--- src/rtl/if_fetch_unit_pkg.sv ---
// Shared encodings for the instruction-fetch stage: FSM states and the
// word-alignment mask applied to the outgoing memory address.
package if_fetch_unit_pkg;

    typedef enum logic [1:0] {
        FETCH_IDLE = 2'b00,
        FETCH_REQ  = 2'b01,
        FETCH_WAIT = 2'b10,
        FETCH_DROP = 2'b11
    } fetch_state_e;

    // Low address bits forced onto imem_addr so memory always sees a word address.
    localparam logic [1:0] IMEM_ALIGN_MASK = 2'b00;

    localparam int FETCH_DEPTH_DEF = 4;
    localparam int FETCH_AW_DEF    = 32;
    localparam int FETCH_DW_DEF    = 32;

endpackage : if_fetch_unit_pkg

--- src/rtl/if_fetch_unit_fetch_fifo.sv ---
// Small circular FIFO holding {pc, instr} pairs between fetch and decode.
// Clear has priority over push/pop; pop on empty and push on full are ignored.
module fetch_fifo #(
    parameter int DEPTH = 4,
    parameter int W     = 64
) (
    input  logic                     clk,
    input  logic                     rst_n,
    input  logic                     clear,
    input  logic                     push,
    input  logic [W-1:0]             push_data,
    input  logic                     pop,
    output logic                     head_valid,
    output logic [W-1:0]             head_data,
    output logic [$clog2(DEPTH):0]   count
);

    localparam int PW = $clog2(DEPTH);
    localparam int CW = PW + 1;

    logic [W-1:0]  mem_q [DEPTH];
    logic [W-1:0]  mem_d [DEPTH];
    logic [PW-1:0] wr_ptr_q, wr_ptr_d;
    logic [PW-1:0] rd_ptr_q, rd_ptr_d;
    logic [CW-1:0] cnt_q, cnt_d;
    logic          do_push_s;
    logic          do_pop_s;

    // Next-state for storage, pointers and occupancy.
    always_comb begin
        do_push_s = push && (cnt_q != CW'(DEPTH));
        do_pop_s  = pop && (cnt_q != {CW{1'b0}});
        mem_d     = mem_q;
        wr_ptr_d  = wr_ptr_q;
        rd_ptr_d  = rd_ptr_q;
        cnt_d     = cnt_q;
        if (clear) begin
            wr_ptr_d = {PW{1'b0}};
            rd_ptr_d = {PW{1'b0}};
            cnt_d    = {CW{1'b0}};
        end else begin
            if (do_push_s) begin
                mem_d[wr_ptr_q] = push_data;
                wr_ptr_d        = wr_ptr_q + PW'(1);
            end else begin
                wr_ptr_d = wr_ptr_q;
            end
            if (do_pop_s) begin
                rd_ptr_d = rd_ptr_q + PW'(1);
            end else begin
                rd_ptr_d = rd_ptr_q;
            end
            case ({do_push_s, do_pop_s})
                2'b10:   cnt_d = cnt_q + CW'(1);
                2'b01:   cnt_d = cnt_q - CW'(1);
                default: cnt_d = cnt_q;
            endcase
        end
    end

    // FIFO state registers.
    always_ff @(posedge clk or negedge rst_n) begin
        if (!rst_n) begin
            for (int i = 0; i < DEPTH; i++) begin
                mem_q[i] <= {W{1'b0}};
            end
            wr_ptr_q <= {PW{1'b0}};
            rd_ptr_q <= {PW{1'b0}};
            cnt_q    <= {CW{1'b0}};
        end else begin
            mem_q    <= mem_d;
            wr_ptr_q <= wr_ptr_d;
            rd_ptr_q <= rd_ptr_d;
            cnt_q    <= cnt_d;
        end
    end

    assign head_valid = (cnt_q != {CW{1'b0}});
    assign head_data  = mem_q[rd_ptr_q];
    assign count      = cnt_q;

endmodule : fetch_fifo

--- src/rtl/if_fetch_unit.sv ---
// Instruction-fetch stage: one outstanding word request to instruction memory,
// results buffered as {pc, instr} for decode; flush drops buffered and in-flight fetches.
module if_fetch_unit
    import if_fetch_unit_pkg::*;
#(
    parameter int DEPTH = FETCH_DEPTH_DEF,
    parameter int AW    = FETCH_AW_DEF,
    parameter int DW    = FETCH_DW_DEF
) (
    input  logic                   clk,
    input  logic                   rst,
    input  logic [AW-1:0]          pc,
    output logic                   pc_adv,
    input  logic                   flush,
    output logic                   imem_req,
    output logic [AW-1:0]          imem_addr,
    input  logic                   imem_ack,
    input  logic                   imem_rvalid,
    input  logic [DW-1:0]          imem_rdata,
    output logic                   id_valid,
    input  logic                   id_ready,
    output logic [DW-1:0]          id_instr,
    output logic [AW-1:0]          id_pc,
    output logic [$clog2(DEPTH):0] fifo_cnt
);

    localparam int CW = $clog2(DEPTH) + 1;
    localparam int EW = AW + DW;

    fetch_state_e  state_q, state_d;
    logic          req_q, req_d;
    logic [AW-1:0] addr_q, addr_d;
    logic [AW-1:0] pc_q, pc_d;
    logic          push_s;
    logic          pop_s;
    logic          pc_adv_s;
    logic          head_valid_s;
    logic [EW-1:0] head_data_s;
    logic [CW-1:0] fifo_cnt_s;

    // FSM next state, request handshake and push/advance strobes.
    always_comb begin
        state_d  = state_q;
        req_d    = req_q;
        addr_d   = addr_q;
        pc_d     = pc_q;
        push_s   = 1'b0;
        pc_adv_s = 1'b0;
        case (state_q)
            FETCH_IDLE: begin
                // At most one fetch is ever outstanding, and none is in IDLE,
                // so the occupied count alone gates the issue.
                if (!flush && (fifo_cnt_s < CW'(DEPTH))) begin
                    pc_d    = pc;
                    addr_d  = {pc[AW-1:2], IMEM_ALIGN_MASK};
                    req_d   = 1'b1;
                    state_d = FETCH_REQ;
                end else begin
                    state_d = FETCH_IDLE;
                end
            end
            FETCH_REQ: begin
                if (flush) begin
                    req_d   = 1'b0;
                    state_d = imem_ack ? FETCH_DROP : FETCH_IDLE;
                end else if (imem_ack) begin
                    pc_adv_s = 1'b1;
                    req_d    = 1'b0;
                    state_d  = FETCH_WAIT;
                end else begin
                    state_d = FETCH_REQ;
                end
            end
            FETCH_WAIT: begin
                if (flush) begin
                    state_d = imem_rvalid ? FETCH_IDLE : FETCH_DROP;
                end else if (imem_rvalid) begin
                    push_s  = 1'b1;
                    state_d = FETCH_IDLE;
                end else begin
                    state_d = FETCH_WAIT;
                end
            end
            FETCH_DROP: begin
                if (imem_rvalid) begin
                    state_d = FETCH_IDLE;
                end else begin
                    state_d = FETCH_DROP;
                end
            end
            default: begin
                req_d   = 1'b0;
                state_d = FETCH_IDLE;
            end
        endcase
    end

    // FSM state, request and latched-pc registers.
    always_ff @(posedge clk or negedge rst) begin
        if (!rst) begin
            state_q <= FETCH_IDLE;
            req_q   <= 1'b0;
            addr_q  <= {AW{1'b0}};
            pc_q    <= {AW{1'b0}};
        end else begin
            state_q <= state_d;
            req_q   <= req_d;
            addr_q  <= addr_d;
            pc_q    <= pc_d;
        end
    end

    assign pop_s = head_valid_s && id_ready;

    fetch_fifo #(
        .DEPTH (DEPTH),
        .W     (EW)
    ) u_fetch_fifo (
        .clk        (clk),
        .rst_n      (rst),
        .clear      (flush),
        .push       (push_s),
        .push_data  ({pc_q, imem_rdata}),
        .pop        (pop_s),
        .head_valid (head_valid_s),
        .head_data  (head_data_s),
        .count      (fifo_cnt_s)
    );

    assign pc_adv    = pc_adv_s;
    assign imem_req  = req_q;
    assign imem_addr = addr_q;
    assign id_valid  = head_valid_s;
    assign id_pc     = head_data_s[EW-1:DW];
    assign id_instr  = head_data_s[DW-1:0];
    assign fifo_cnt  = fifo_cnt_s;

endmodule : if_fetch_unit
--- config.mk ---
export PLATFORM = sky130hd
export DESIGN_NAME = if_fetch_unit
export DESIGN_NICKNAME = d
export VERILOG_FILES = /design/src/rtl/if_fetch_unit_pkg.sv /design/src/rtl/if_fetch_unit_fetch_fifo.sv /design/src/rtl/if_fetch_unit.sv
export SDC_FILE = /design/constraint.sdc
export NUM_CORES = 1
export LEC_CHECK = 0
export BUFFER_PORTS_ARGS = -buffer_cell sky130_fd_sc_hd__buf_4
export CORE_MARGIN = 1.5
export CORE_UTILIZATION = 50
export DETAILED_ROUTE_END_ITERATION = 7
export PLACE_DENSITY = 0.71
export SETUP_SLACK_MARGIN = 0.1
export SKIP_LAST_GASP = 1
export SLEW_MARGIN = 20
export SYNTH_ARGS = -nofsm -noshare
export SYNTH_HDL_FRONTEND = slang
export SYNTH_SLANG_ARGS = --single-unit
--- constraint.sdc ---
create_clock -name clk -period 7.8 [get_ports clk]
set_clock_uncertainty 0.2 [all_clocks]
set_input_delay 2.34 -clock clk [delete_from_list [all_inputs] [get_ports clk]]
set_output_delay 2.34 -clock clk [all_outputs]
set_load 0.1 [all_outputs]
Word level (Yosys, flattened, before mapping)
Index checks and enable logic that the tools add are counted.

storage, ports and cells
  register bits = 328
  input port bits = 70

cells by class
  add/subtract/negate cells = 4
  $lt $le $gt $ge = 4
  equal/unequal tests = 8
  multiplexer cells = 30
  bitwise gates (word level) = 3
  reductions and logical operators = 15

operator list
  kind                   count
  $bwmux W256            1
  $mux W64               3
  $bmux W64 S2           1
  $demux W64 S2          1
  $mux W2                10
  $mux W1                10
  $pmux W2 S4            1
  $eq A2 B2 Y1 const B   3
  $ge A3 B3 Y1 const B   2
  $ne A3 B3 Y1 const B   2
  $not A2 Y3             2
  $pmux W3 S2            1
  $reduce_bool A2 Y1     3
  $reduce_bool A3 Y1     2
  $logic_and A1 B1 Y1    5
  $add A2 B1 Y2 const B  2
  $eq A2 B1 Y1 const B   2
  $reduce_and A2 Y1      2
  $add A3 B1 Y3 const B  1
  $lt A3 B1 Y1 const B   1
  $lt A3 B3 Y1 const B   1
  $mux W3                1
  $reduce_and A3 Y1      1
  $sub A3 B1 Y3 const B  1
  5 further kinds        5

Logic depth before layout (Yosys ltp)
Gate-level depths: netlist of the first run.

  depth after elaboration = 7
  mapped depth = 8

Cells and area by module
From an unflattened synthesis of the first run, not the netlist that was laid out.

unflattened totals
  cells, all modules = 800
  area, all modules = 13,262.7 um2

by module, submodules not included
  module         instances  cells an instance  area an instance (um2)  sequential area each (um2)
  fetch_fifo     1          677                11,601.1                6,581.3
  if_fetch_unit  1          123                1,661.6                 875.8

Least setup slack after synthesis of the first run
OpenSTA, ideal clock, no wires.

  kind = input port to output port
  start = in flush
  end = out pc_adv
  data arrival time = 3,581 ps
  data required time = 5,260 ps
  setup slack = 1,679 ps
  stages on the path = 4
  path buffers = 1
  path through = clkbuf_1 > inv_1 > ha_1 > and3b_1

on the way
  word-level cells in the longest chain between the ends = 2

RTL lines
  what             RTL line             source
  start, declared  if_fetch_unit.sv:14  input logic flush,
  $mux W1          if_fetch_unit.sv:63  if (flush) begin
  $mux W1          if_fetch_unit.sv:49  case (state_q)
  end, declared    if_fetch_unit.sv:13  output logic pc_adv,

No other way between the ends.

Final worst setup path of the first run
Ends and elaborated chain as after synthesis.

==> results of run 1 <==
routing by layer:
layer  GRT usage, %  share of wire (%)  vias up
met3           3.59                5.0       38
met2           32.0                 49      132
met1           26.6                 44     3659
li1               -                  -     3131
met5              0                  0        -
met4           5.12                2.0        0
cell type report:
type | instances | area share (%)
timing repair buffer | 178 | 8.92
tap | 330 | 2.68
clock inverter | 7 | 0.713
sequential | 298 | 48.4
multi-input combinational | 404 | 33.0
clock buffer | 48 | 6.15
inverter | 7 | 0.170
metrics by stage:
| step | util (%) | worst slack, ps | cells |
|---|---|---|---|
| after floorplan | - | 1680 | 784 |
| after global placement | 56.6 | 2030 | 1216 |
| after detailed placement | 56.6 | 2030 | 1216 |
| after CTS | 60.8 | 2030 | 1271 |
| after global routing | 60.9 | 1960 | 1272 |
| final | 60.9 | 2040 | 1272 |
flip-flops by register name, indices dropped and copies added, names as in the netlist:
register	count
u_fetch_fifo.count	3
pc_q	32
u_fetch_fifo.rd_ptr_q	2
imem_req	1
state_q	2
u_fetch_fifo.wr_ptr_q	2
u_fetch_fifo.mem_q	256
cells by family (layout without fill, tap and decap cells):
family / after synthesis / in the layout / synth area share, %
muxes: 355 / 355 / 36.3
DFF: 298 / 298 / 57.4
buffers and inverters: 82 / 240 / 3.56
and+or+nand+nor: 27 / 27 / 1.18
AOI/OAI and AO/OA: 9 / 9 / 0.568
adders and majority gates: 7 / 7 / 0.732
xor gates and xnor gates: 4 / 4 / 0.270
other: 1 / 2 / 0.0289
worst max-delay path by stage:
stage,startpoint,to,slack (ps),cells after the start
global route,flush,pc_adv,1960,5
floorplan,flush,pc_adv,1680,4
detailed placement,flush,pc_adv,2030,5
finish,flush,pc_adv,2040,5
CTS,flush,pc_adv,2030,5
global placement,flush,pc_adv,2030,5
critical path, stage by stage:
cell and delay [ps]:
buf_4 160, inv_1 140, ha_1 150, and3b_1 150, buf_4 280
cells in the mapped netlist (2+ instances only):
cell type	n	share of area, %
buf_1	8	0.23
buf_2	28	1.1
buf_4	32	1.8
clkbuf_1	7	0.20
dfrtp_1	298	57
ha_1	6	0.58
inv_1	7	0.20
mux2_1	22	1.9
mux2_2	267	23
mux2i_1	2	0.15
mux4_2	64	11
nand2_1	4	0.12
nand2_2	4	0.19
nand3_1	2	0.077
nor2_1	8	0.23
o21ai_0	2	0.077
or3b_2	2	0.13
xor2_1	3	0.20
==> impl_results.md, run 1 <==
- Die Wd: 164 um
- Seq/Total Area, Yosys: 57.4%
- Diodes inserted: 0
- Cts bufs inserted: 31
- Worst slew pin tran: 1040 ps
- Dpl hpwl: 14900 um
- Die height: 164 um
- Setup bufs post-CTS: 0
- Largest net degree at the start of global routing: 176
- Routed vias: 6960
- Commonest non-fill, non-tap cell in the layout: dfrtp_1
- Tcrit/Tclk final: 73.9%
- Area Overhead vs Synth: 18.7%
- Worst setup EP type: primary output
- Final non-filler cell area: 15400 um^2
- Final Max Slew Viols: 0
- Max-cap viol count: 0
- Average size of a mapped cell: 16.6 um^2
- Async set-reset flop share out of synthesis: 100%
- EDFF count, synth: 0
- Final setup fails: 0
- Slew headroom: 30.3%
- Max Buffers Root-to-Sink: 3
- Ys flop type: dfrtp_1
- Number of port buffers: 169
- Post-DR wirelength/cell: 19.9 um
- RSZ-0062 raised after global routing: no
- Number of fill cells: 1969
- Synth Instances: 783
- Yosys warns: 0
- Reg2Reg Setup Slack: 4740 ps
- Placed inst area: 14300 um^2
- Commonest non-fill, non-tap cells in the layout: 296 x dfrtp_1, 267 x mux2_2, 175 x buf_4
- Final Hold Vio Count: 0
- Reg2Reg Depth: 5
- # resized after CTS: 0
- Flops & latches, synth: 298
- Post-Syn Area: 13000 um^2
- Initial antenna violation count: 0
- Hold path endpoint: u_fetch_fifo.mem_q[89]
- Post-route antenna net violation count: 0
- Synth cell types: 35
- TNS Setup: 0 ps
- Reg-to-Reg Start: state_q[0]
- Crit path DAT: 3220 ps
- Critical path type: in2out
- Required @ worst endpoint: 5260 ps
- Core area: 25300 um^2
- Detailed Route WL: 25300 um
- CP startpoint kind: input pin
- Number of iterations in the first detailed-routing pass: 4
- Initial DRC Count: 372
- Clk pin slew, worst setup/hold paths: 60 ps
- Initial Util: 51.3%
- Clock latency reported for the late side of the worst-skew pair: 550 ps
- DRC violations left: 0
- Sequential cell area: 7460 um^2
- Terminus of the critical flop-to-flop path: u_fetch_fifo.mem_q[64]
- Status: finished, final reports clean
- Min-delay worst type: reg2reg
- CP max FO: 12
- Post-layout min period: 5760 ps
- Root buf cell: clkbuf_16
- Number of global-route vias before repair: 7415
- Cell count of the worst hold path: 1
- Num Clock Sinks: 298
- H-Tree Depth: 1
- Hold_buf cts: 0
- Io pins: 172
- First-pass GRT wire length: 40700 um
- Share of cells above drive strength 1: 60.3%
- Multi-input logic area: 5090 um^2
- Hold_sp: u_fetch_fifo.mem_q[89]
- Grt ovf: 0
- Vias per cell: 5.47
- CTS tree: done
- FP Rows: 58
- GP Congestion: 0.781
- Fmax: 173 MHz
- Gr usage total: 19.4%
- Nets: 997
- Final Hold Slack: 287 ps
- Die Area: 27000 um^2
Power of run 1 is not shown: default switching activity piles up to over one toggle a cycle in this logic, so the estimate is an artifact.
==> run 2: changes to the inputs <==
--- a/config.mk
+++ b/config.mk
@@ -9,7 +9,7 @@
 export CORE_MARGIN = 1.5
 export CORE_UTILIZATION = 50
 export DETAILED_ROUTE_END_ITERATION = 7
-export PLACE_DENSITY = 0.71
+export PLACE_DENSITY = 0.73
 export SETUP_SLACK_MARGIN = 0.1
 export SKIP_LAST_GASP = 1
 export SLEW_MARGIN = 20
==> constraint.sdc (replaced) <==
create_clock -name clk -period 5.3 [get_ports clk]
set_clock_uncertainty 0.2 [all_clocks]
set_input_delay 1.59 -clock clk [delete_from_list [all_inputs] [get_ports clk]]
set_output_delay 1.59 -clock clk [all_outputs]
set_load 0.1 [all_outputs]
==> impl_results.md, run 2 (same netlist as run 1, synthesis figures left out) <==
- Hold_sp: u_fetch_fifo.mem_q[65]
- Cell count of the worst hold path: 1
- Clk pin slew, worst setup/hold paths: 60 ps
- Share of cells above drive strength 1: 60.3%
- Largest register FFs: 256
- Reg2Reg Setup Slack: 2430 ps
- Clock latency reported for the late side of the worst-skew pair: 550 ps
- Placed inst area: 14500 um^2
- Reg2Reg Depth: 4
- Cts bufs inserted: 31
- Hold_buf cts: 0
- Commonest non-fill, non-tap cells in the layout: 296 x dfrtp_1, 267 x mux2_2, 174 x buf_4
- H-Tree Depth: 1
- Final Hold Slack: 286 ps
- Min-delay worst type: reg2reg
- Gr usage total: 19.5%
- Initial Util: 51.3%
- Die height: 164 um
- Diodes inserted: 0
- GP Congestion: 0.750
- Max-cap viol count: 0
- Post-route antenna net violation count: 0
- Vias per cell: 5.52
- Core area: 25300 um^2
- Number of port buffers: 169
- Final setup fails: 0
- Tcrit/Tclk final: 81.1%
- Final Core Density: 61.3%
- RSZ-0062 raised after global routing: no
- Worst setup EP type: primary output
- Initial antenna violation count: 0
- First-pass GRT wire length: 41000 um
- Grt ovf: 0
- Die Area: 27000 um^2
- Met3 GRT Util: 3.79%
- CP max FO: 12
- Max Buffers Root-to-Sink: 3
- Dpl hpwl: 15300 um
- Terminus of the critical flop-to-flop path: u_fetch_fifo.mem_q[29]
- Reg-to-Reg Start: state_q[0]
- Root buf cell: clkbuf_16
- Worst slew pin tran: 1120 ps
- Num Clock Sinks: 298
- CTS tree: done
- Fmax: 233 MHz
- CP Launch Point: flush
- Commonest non-fill, non-tap cell in the layout: dfrtp_1
- Required @ worst endpoint: 3510 ps
- Number of global-route vias before repair: 7449
- Sequential cell area: 7460 um^2
- Number of fill cells: 1939
- Detailed Route WL: 25300 um
- Area Overhead vs Synth: 19.4%
- Met2 usage: 33.0%
- Post-layout min period: 4300 ps
- Setup bufs post-CTS: 0
- Number of iterations in the first detailed-routing pass: 4
- Final non-filler cell area: 15500 um^2
- Initial DRC Count: 290
- Multi-input logic area: 5110 um^2
- Critical path type: in2out
- Final Hold Vio Count: 0
- Slew headroom: 25.4%
- Final Max Slew Viols: 0
- Busiest grt layer: met2
- Io pins: 172
- Biggest register: u_fetch_fifo.mem_q
- FP Rows: 58
- Status: finished, final reports clean
- Hold path endpoint: u_fetch_fifo.mem_q[65]
- DRC violations left: 0
- CP startpoint kind: input pin
- Nets: 1000
- Largest net degree at the start of global routing: 115
- Die Wd: 164 um
- # resized after CTS: 0
- TNS Setup: 0 ps
- Crit path DAT: 2510 ps
- Met1 track demand over resource: 26.4%
- Routed vias: 7038
- Post-DR wirelength/cell: 19.8 um
==> run 2: cell types whose count changed in the layout (fill, tap and decap cells not counted), sizes merged <==
cell / change
clkinvlp: +1
buf: +3
bufinv: +1
clkinv: -1
inv: +1
clkbuf: -2
==> run 2: metrics by stage <==
step / setup slack (ps) / instances
global route: 854 / 1275
floorplan: 679 / 784
CTS: 940 / 1275
detailed placement: 1010 / 1220
finish: 1000 / 1275
global placement: 988 / 1220
==> run 2: worst max-delay path by stage <==
stage | to | slack (ps)
after detailed placement | pc_adv | 1010
final | pc_adv | 1000
after global routing | id_instr[26] | 850
after floorplan | pc_adv | 680
after CTS | id_instr[26] | 940
after global placement | pc_adv | 990
==> run 2: layout make-up <==
cell class                 instances  share of cell area, %
multi-input combinational        404                   32.9
inverter                           7                  0.169
clock inverter                     9                  0.976
clock buffer                      46                   5.88
timing repair buffer             181                   9.29
tap                              330                   2.66
sequential                       298                   48.1
==> run 2: critical path: stages <==
cell     delay [ps]
buf_4           160
inv_1           140
ha_1            160
and3b_1         160
buf_4           290
==> run 2: routing by layer <==
metal  part of all wire, %  wire length (um)  vias to the layer above
li1                      -                 -                     3147
met1                    44             11100                     3726
met2                    50             12600                      133
met3                   4.5              1130                       32
met4                   2.0               496                        0
met5                     0                 0                        -
Power of run 2 is left out for the same reason.
==> run 3: changes to the inputs <==
--- a/config.mk
+++ b/config.mk
@@ -5,11 +5,12 @@
 export SDC_FILE = /design/constraint.sdc
 export NUM_CORES = 1
 export LEC_CHECK = 0
+export ABC_AREA = 1
 export BUFFER_PORTS_ARGS = -buffer_cell sky130_fd_sc_hd__buf_4
 export CORE_MARGIN = 1.5
 export CORE_UTILIZATION = 50
 export DETAILED_ROUTE_END_ITERATION = 7
-export PLACE_DENSITY = 0.73
+export PLACE_DENSITY = 0.7
 export SETUP_SLACK_MARGIN = 0.1
 export SKIP_LAST_GASP = 1
 export SLEW_MARGIN = 20
==> constraint.sdc (replaced) <==
create_clock -name clk -period 4.3 [get_ports clk]
set_clock_uncertainty 0.2 [all_clocks]
set_input_delay 1.29 -clock clk [delete_from_list [all_inputs] [get_ports clk]]
set_output_delay 1.29 -clock clk [all_outputs]
set_load 0.1 [all_outputs]
==> impl_results.md, run 3 <==
- Synth top area cells: dfrtp_1 53%, nand2_1 15%, o21ai_0 7.7%
- Cell count of the worst hold path: 2
- Number of port buffers: 169
- Dpl hpwl: 20800 um
- Synth Instances: 1725
- Sequential cell area: 7460 um^2
- Commonest non-fill, non-tap cells in the layout: 564 x nand2_1, 296 x dfrtp_1, 219 x o21ai_0
- # resized after CTS: 0
- Vias per cell: 5.44
- Number of global-route vias before repair: 11.9k
- Reg-to-Reg Start: state_q[0]
- Tcrit/Tclk final: 90.9%
- CTS tree: done
- Number of iterations in the first detailed-routing pass: 5
- First-pass GRT wire length: 61800 um
- RSZ-0062 raised after global routing: no
- Io pins: 172
- Share of cells above drive strength 1: 15.0%
- Die height: 171 um
- Diodes inserted: 0
- Hold path endpoint: u_fetch_fifo.mem_q[91]
- Average size of a mapped cell: 8.21 um^2
- Initial antenna violation count: 0
- Largest register FFs: 256
- Setup bufs post-CTS: 0
- Terminus of the critical flop-to-flop path: u_fetch_fifo.count[2]
- Most frequent cell after synthesis: nand2_1
- Num Clock Sinks: 298
- Share of the synthesized area in the top cell type: 52.7%
- Hold_buf cts: 0
- Crit path DAT: 2420 ps
- Area Overhead vs Synth: 15.4%
- Max-cap viol count: 0
- Die Area: 29300 um^2
- Die Wd: 171 um
- Leakage: 0.00875 uW
- Initial Util: 50.8%
- Setup Slack @ Placement: 609 ps
- Final worst slack: 393 ps
- Post-Syn Area: 14200 um^2
- Yosys warns: 0
- Biggest register: u_fetch_fifo.mem_q
- Reg2Reg Setup Slack: 1780 ps
- Final setup fails: 0
- Grt ovf: 0
- GP Congestion: 0.795
- Initial DRC Count: 1024
- Commonest non-fill, non-tap cell in the layout: nand2_1
- Final Max Slew Viols: 0
- Pwr dens: 883 nW/um^2
- Post-DR wirelength/cell: 17.2 um
- Number of fill cells: 2510
- Clock latency reported for the late side of the worst-skew pair: 510 ps
- Fmax: 256 MHz
- Post-layout min period: 3910 ps
- EDFF count, synth: 0
- Detailed Route WL: 37800 um
- FP Rows: 61
- CP Launch Point: u_fetch_fifo.rd_ptr_q[1]
- Final Hold Vio Count: 0
- Flops & latches, synth: 298
- Post-route antenna net violation count: 0
- Slew headroom: 35.7%
- Status: finished, final reports clean
- Seq/Total Area, Yosys: 52.7%
- Worst setup EP type: primary output
- Dominant cell type by area after synthesis: dfrtp_1
- Hold_sp: u_fetch_fifo.mem_q[91]
- Core area: 27900 um^2
- TNS Setup: 0 ps
- Routed vias: 11.9k
- Synth top cells by count: 564 x nand2_1, 298 x dfrtp_1, 219 x o21ai_0, 192 x o21ai_1, 132 x nor2_1
- CP startpoint kind: flip-flop
- CP max FO: 38
- Async set-reset flop share out of synthesis: 100%
- Critical path type: reg2out
- Min-delay worst type: reg2reg
- Synth cell types: 27
- Worst slew pin tran: 963 ps
- Required @ worst endpoint: 2810 ps
- Clk pin slew, worst setup/hold paths: 60 ps
- Reg2Reg Depth: 15
- Multi-input logic area: 5470 um^2
- Ys flop type: dfrtp_1
- DRC violations left: 0
- Root buf cell: clkbuf_16
- Nets: 1872
- Maximum VDD drop: 0.699 mV
- H-Tree Depth: 2
- Gr usage total: 26.6%
- Max Buffers Root-to-Sink: 3
- Cts bufs inserted: 35
- Largest net degree at the start of global routing: 152
run 3: cell count changes in the layout (fill, tap and decap cells not counted), sizes merged, moves of 4 or more:
| cell | change |
|---|---|
| buf | +14 |
| inv | +43 |
| mux2 | -289 |
| mux4 | -64 |
| nand2 | +560 |
| nand3 | +4 |
| nand4 | +5 |
| nor2 | +130 |
| o21ai | +417 |
| o22ai | +64 |
run 3: layout make-up:
cell class | instances | area share (%)
Sequential cell | 298 | 45.7
Inverter | 51 | 1.18
Clock inverter | 8 | 0.574
Timing Repair Buffer | 195 | 9.93
Tap cell | 378 | 2.90
Multi-Input combinational cell | 1214 | 33.5
Clock buffer | 49 | 6.25
run 3: cell families (layout without fill, tap and decap cells):
kind of cell               after synthesis  in the layout  synth area share, %
AOI/OAI and AO/OA                      488            488                 18.1
adders and majority gates                7              7                0.672
buffers and inverters                  214            303                 8.80
DFF                                    298            298                 52.7
other                                    1              2               0.0265
and+or+nand+nor                        717            717                 19.8
run 3: how the worst max path moves through the flow:
stage / end / slack (ps) / depth (start not counted)
floorplan: pc_adv / 150 / 5
global placement: pc_adv / 620 / 6
detailed placement: pc_adv / 610 / 6
CTS: id_pc[1] / 400 / 5
global route: id_pc[1] / 280 / 5
finish: id_instr[5] / 390 / 5
run 3: per-stage QoR:
stage | util, % | power (uW) | area, um^2 | cells | hold slack [ps]
floorplan | - | 10100 | 14200 | 1726 | 241
global placement | 54.6 | 11500 | 15200 | 2136 | 256
detailed placement | 54.6 | 11600 | 15200 | 2136 | 263
CTS | 58.6 | 14500 | 16300 | 2193 | 275
global route | 58.6 | 15100 | 16300 | 2193 | 295
finish | 58.6 | 14400 | 16300 | 2193 | 270
run 3: power by group:
group	leakage (uW)	internal [uW]	total, uW	switching (uW)
Sequential	0.00399	3590	4170	579
Combinational	0.00421	1480	7360	5880
Clock	0.000553	1770	2900	1130
run 3: worst max-delay path, stage by stage, from the launching register on:
cell     delay, ps
dfrtp_2        520
inv_2          320
buf_12         280
o21ai_0        130
o22ai_1        280
buf_4          360
run 3: layer usage:
layer / vias to the layer above / track usage (%) / share of wire (%)
met5: - / 0 / 0
met4: 0 / 9.69 / 2.7
li1: 5756 / - / -
met1: 5723 / 35.2 / 43
met2: 380 / 45.2 / 48
met3: 73 / 3.43 / 5.7
(Power assumes the default switching activity.)
